$ cat src/rtl/load_store_unit.sv
// rtl/load_store_unit.sv - single-outstanding load/store unit between a pipeline port and a synchronous data memory
module load_store_unit #(
   parameter int MEM_DEPTH = 16,
   parameter int ADDR_W    = 14
) (
   input  logic              clk,
   input  logic              rst,
   input  logic              req_valid,
   input  logic              req_write,
   input  logic [31:0]       req_addr,
   input  logic [31:0]       req_wdata,
   output logic              req_ready,
   output logic              resp_valid,
   input  logic              resp_ready,
   output logic [31:0]       resp_rdata,
   output logic              resp_error,
   output logic              mem_enable,
   output logic              mem_write_enable,
   output logic              mem_read_enable,
   output logic [ADDR_W-1:0] mem_address,
   output logic [31:0]       mem_input_data,
   input  logic [31:0]       mem_output_data
);

   typedef enum logic [1:0] {IDLE, ISSUE, WAIT, RESP} state_t;

   // One extra bit so a depth of exactly 2**ADDR_W words still compares correctly.
   localparam logic [ADDR_W:0] DEPTH_LIMIT = (ADDR_W + 1)'(MEM_DEPTH);

   state_t            state;
   state_t            state_next;
   logic              write_q;
   logic              error_q;
   logic [ADDR_W-1:0] addr_q;
   logic [31:0]       wdata_q;
   logic [31:0]       rdata_q;

   logic [ADDR_W-1:0] word_addr;
   logic              misaligned;
   logic              high_bits;
   logic              out_of_depth;
   logic              req_error;
   logic              accept;

   assign word_addr    = req_addr[ADDR_W+1:2];
   assign misaligned   = |req_addr[1:0];
   assign high_bits    = |req_addr[31:ADDR_W+2];
   assign out_of_depth = ({1'b0, word_addr} >= DEPTH_LIMIT);
   assign req_error    = misaligned | high_bits | out_of_depth;
   assign accept       = req_valid && (state == IDLE);

   always_ff @(posedge clk) begin
      if (!rst) begin
         state <= IDLE;
      end else begin
         state <= state_next;
      end
   end

   always_comb begin
      state_next       = state;
      req_ready        = 1'b0;
      resp_valid       = 1'b0;
      mem_enable       = 1'b0;
      mem_read_enable  = 1'b0;
      mem_write_enable = 1'b0;
      case (state)
         IDLE: begin
            req_ready = 1'b1;
            if (req_valid) begin
               state_next = req_error ? RESP : ISSUE;
            end
         end
         ISSUE: begin
            mem_enable       = 1'b1;
            mem_read_enable  = ~write_q;
            mem_write_enable = write_q;
            state_next       = write_q ? RESP : WAIT;
         end
         WAIT: begin
            state_next = RESP;
         end
         RESP: begin
            resp_valid = 1'b1;
            if (resp_ready) begin
               state_next = IDLE;
            end
         end
         default: begin
            state_next = IDLE;
         end
      endcase
   end

   // Request fields are captured once at acceptance so memory outputs stay stable until the response.
   always_ff @(posedge clk) begin
      if (!rst) begin
         write_q <= 1'b0;
         error_q <= 1'b0;
         addr_q  <= '0;
         wdata_q <= '0;
         rdata_q <= '0;
      end else if (accept) begin
         write_q <= req_write;
         error_q <= req_error;
         addr_q  <= word_addr;
         wdata_q <= req_wdata;
         rdata_q <= '0;
      end else if (state == WAIT) begin
         rdata_q <= mem_output_data;
      end
   end

   assign resp_rdata     = rdata_q;
   assign resp_error     = error_q;
   assign mem_address    = addr_q;
   assign mem_input_data = wdata_q;

endmodule

$ cat config.mk
export PLATFORM = sky130hd
export DESIGN_NAME = load_store_unit
export DESIGN_NICKNAME = d
export VERILOG_FILES = /design/src/rtl/load_store_unit.sv
export SDC_FILE = /design/constraint.sdc
export NUM_CORES = 1
export LEC_CHECK = 0
export ABC_AREA = 1
export CORE_MARGIN = 2
export CORE_UTILIZATION = 40
export DETAILED_ROUTE_END_ITERATION = 8
export MAX_ROUTING_LAYER = met4
export PLACE_DENSITY = 0.86
export SLEW_MARGIN = 10
export SYNTH_ARGS = -nofsm -noshare
export SYNTH_HDL_FRONTEND = slang
export SYNTH_SLANG_ARGS = --single-unit
$ cat constraint.sdc
create_clock -name clk -period 3.05 [get_ports clk]
set_input_delay 0.4575 -clock clk [delete_from_list [all_inputs] [get_ports clk]]
set_output_delay 0.4575 -clock clk [all_outputs]
set_load 0.02 [all_outputs]
==> out/summary.log <==
qor: route.drtAntennaViolNets 0
qor: pwr.power_switching_share 39.00%
qor: cts.cts_max_path_buffers 2
qor: hold_path.worst_hold_class reg2reg
qor: route.drt-vias-per-instance 4.708
qor: pwr.intPower 2559 µW
qor: cts.tritoncts_num_sinks 82
qor: grt.grt_pass1_wl 14,310 µm
qor: placed_design.finalWeightedCongestion 0.8212
qor: die.die-height 91.60 µm
qor: timing.post-route-period-util 75.02%
qor: timing.setup_tns 0 ns
qor: finish.layout.core_utilization 69.50%
qor: pwr.power.clock.fraction 18.8%
qor: cts.cts_inserted_buffers 9
qor: yosys.syn_nets 504
qor: setup_path.critPathArrivalTime 1.83 ns
qor: timing.setup_viol 0
qor: pwr.total_leakage_power 0.001914 µW
qor: finish.antenna-diode-count 0
qor: setup_path.worst_path_top_cell_family_by_delay buffers and inverters
qor: pwr.total_switching_power 1636 µW
qor: placed_design.placement.io_buffers 184
qor: cts.clock_latency 0.34 ns
qor: die.die-area 8390 µm²
qor: route.drt_first_pass_iters 4
qor: die.placementRows 31
qor: cts.level_count_of_the_clock_h_tree 3
qor: timing.timing.max_slew.rel_slack 39.58%
qor: grt.grt-ovfl-total 0
qor: yosys.post_synth_main_area_contributors sky130_fd_sc_hd__dfxtp_1 53%, sky130_fd_sc_hd__nor2_1 14%, sky130_fd_sc_hd__nand2_1 9.2%, sky130_fd_sc_hd__a21oi_1 5.7%, sky130_fd_sc_hd__o21ai_1 4.9%
qor: finish.flow.area_growth_from_synthesis 66.00%
qor: flow_run.cap_violations 0
qor: pwr.power.density_cell_area 823.4 nW/µm²
qor: yosys.ys_seq_elements 82
qor: grt.grt_max_degree 50
qor: placed_design.placed_cells_incl_taps 661
qor: yosys.synthDominantAreaCellType sky130_fd_sc_hd__dfxtp_1
qor: route.postRouteWirelength 8947 µm
qor: pwr.seq_power_share 35.6%
qor: timing.finalHoldViolations 0
qor: finish.nets 678
qor: timing.worstMarginPinSlew 0.9053 ns
qor: outcome.outcome finished clean
qor: timing.final-max-slew-violation-count 0
qor: timing.rsz0062_at_grt false
qor: finish.drive_above_1_share 3.979%
qor: yosys.postSynthCellCount 399
qor: cts.post_cts.resized_instances 0
qor: yosys.sequential_to_total_area_share_from_yosys_stat 53.49%
qor: grt.grt_use_total 21.80%
qor: yosys.synth.distinct_cells 17
qor: cts.clk_pin_slew_worst_paths 0.08 ns
qor: grt.grt_antenna_before_repair 0
qor: cts.cts_root_buffer sky130_fd_sc_hd__clkbuf_8
qor: grt.first_global_vias 3,081
qor: setup_path.slowest_library_cell_on_the_worst_path sky130_fd_sc_hd__clkdlybuf4s50_1
qor: cts.cts_tree done
qor: setup_path.crit_path_frequent_cell sky130_fd_sc_hd__inv_1
qor: pwr.power.total 4195 µW
qor: yosys.synthDominantCellAreaShare 53.49%
qor: setup_path.crit_path_end_kind output port
qor: setup_path.setup.worst_path.class reg2out
qor: die.io_pins 185
qor: setup_path.cpPeakStageDelay 0.63 ns
qor: pwr.power.share.combinational 45.6%
qor: die.die_w 91.60 µm
qor: route.count_of_routing_violations_after_the_opening_detailed_route_iteration 89
qor: pwr.ir_worst_vdd 0.4511 mV
qor: cts.hold_buffers 0
qor: die.initial_core_util 41.87%
qor: setup_path.crit_buf_inv 3
qor: timing.fin_crit_period 2.288 ns
qor: route.wl_per_cell 13.22 µm
qor: timing.worst_skew 0.01162 ns
qor: setup_path.critical_path_required 2.59 ns
qor: placed_design.preCtsSetupSlack 0.7896 ns
qor: setup_path.timing.critical_path.cells inv_1 -> ha_1 -> inv_1 -> nor2_1 -> clkdlybuf4s50_1
qor: die.fp.coreArea 7331 µm²
qor: cts.cts.repair_timing.setup_buffer_count 0
qor: setup_path.crit_path_start_kind flip-flop
qor: finish.stdcell_count 677
qor: setup_path.cp_max_fo 4
qor: placed_design.hpwl_after_detailed_placement 6592 µm
qor: yosys.synth-warning-count 0
qor: route.vias 3,187
qor: timing.maxClockFrequency 437.0 MHz
qor: yosys.netlist_area 3069 µm²
qor: yosys.postSynthAreaPerCell 7.692 µm²
qor: timing.post-route-worst-setup-slack 0.7618 ns
qor: route.route.detailed.drc 0
flip-flops by register name (all words and copies together) (netlist names):
register,cells
resp_rdata,32
state,2
resp_error,1
mem_address,14
mem_input_data,32
write_q,1
per-stage QoR:
stage                     instance area, µm²  hold WS, ns
final                                   5095       0.4653
after global routing                    5095       0.4875
after CTS                               5095       0.4657
after detailed placement                4895       0.4530
after global placement                  4895       0.4471
after floorplan                         3069       0.4784
synth_stat cells, drive strengths merged:
cell      n
o22ai     1
ha        4
nor2    113
buf      19
dfxtp    82
and2      1
a21boi    1
nand2    76
clkbuf    6
o21ai    52
a21oi    35
inv       9
power by group through the flow:
stage / registers, µW / clock network, µW / logic, µW
final: 1490 / 789 / 1910
after detailed placement: 1520 / 0 / 1920
after global placement: 1500 / 0 / 1880
after CTS: 1490 / 803 / 1930
after global routing: 1530 / 854 / 2090
after floorplan: 1820 / 0 / 843
per-layer routing:
| metal | global-route usage (%) | share of wire, % | vias to the layer above |
|---|---|---|---|
| li1 | - | - | 1613 |
| met1 | 25.12 | 41 | 1423 |
| met2 | 37.32 | 49 | 139 |
| met3 | 5.228 | 7.7 | 12 |
| met4 | 6.944 | 1.6 | 0 |
| met5 | - | 0 | - |
placed cells by master (no fill, tap or decap), drive strengths merged:
cell type      count
clkdlybuf4s50    184
nor2             113
dfxtp             82
nand2             76
o21ai             52
a21oi             35
inv               11
clkbuf             9
ha                 4
buf                4
clkinvlp           2
clkinv             2
o22ai              1
a21boi             1
and2               1
bufinv             1
cell type report:
class | count | area, µm²
Fill cell | 593 | 2236
Timing Repair Buffer | 188 | 1872
Sequential cell | 82 | 1642
Multi-Input combinational cell | 283 | 1224
Clock buffer | 9 | 123.9
Tap cell | 99 | 123.9
Clock inverter | 7 | 76.32
Inverter | 9 | 33.78
tightest hold or removal path, cell delays in order, from the launching register on:
cell                      delay, ns
sky130_fd_sc_hd__dfxtp_1       0.31
sky130_fd_sc_hd__nand2_1       0.06
sky130_fd_sc_hd__a21oi_1       0.05
path summary, 6_finish.rpt:
check / from / end / slack [ns] / cells past startpoint
worst max-delay path: state[1]$_SDFFE_PN0P_ / mem_read_enable / 0.76 / 5
worst min-delay path: resp_rdata[30]$_SDFFE_PP0N_ / resp_rdata[30]$_SDFFE_PP0N_ / 0.47 / 2
worst max register to register: state[0]$_SDFFE_PN0P_ / resp_rdata[31]$_SDFFE_PP0N_ / 1.02 / 6
worst min register to register: resp_rdata[30]$_SDFFE_PP0N_ / resp_rdata[30]$_SDFFE_PP0N_ / 0.47 / 2
cells by family after synthesis:
kind of cell	count (synthesis)	share of synthesized area, %
AND/OR/NAND/NOR	190	23.40
AO/OA/AOI/OAI	89	14.84
flip-flops	82	53.49
buffers and inverters	34	6.645
adder cells (fa/ha/maj)	4	1.631
Note: power is estimated with default switching activity, not from simulation.
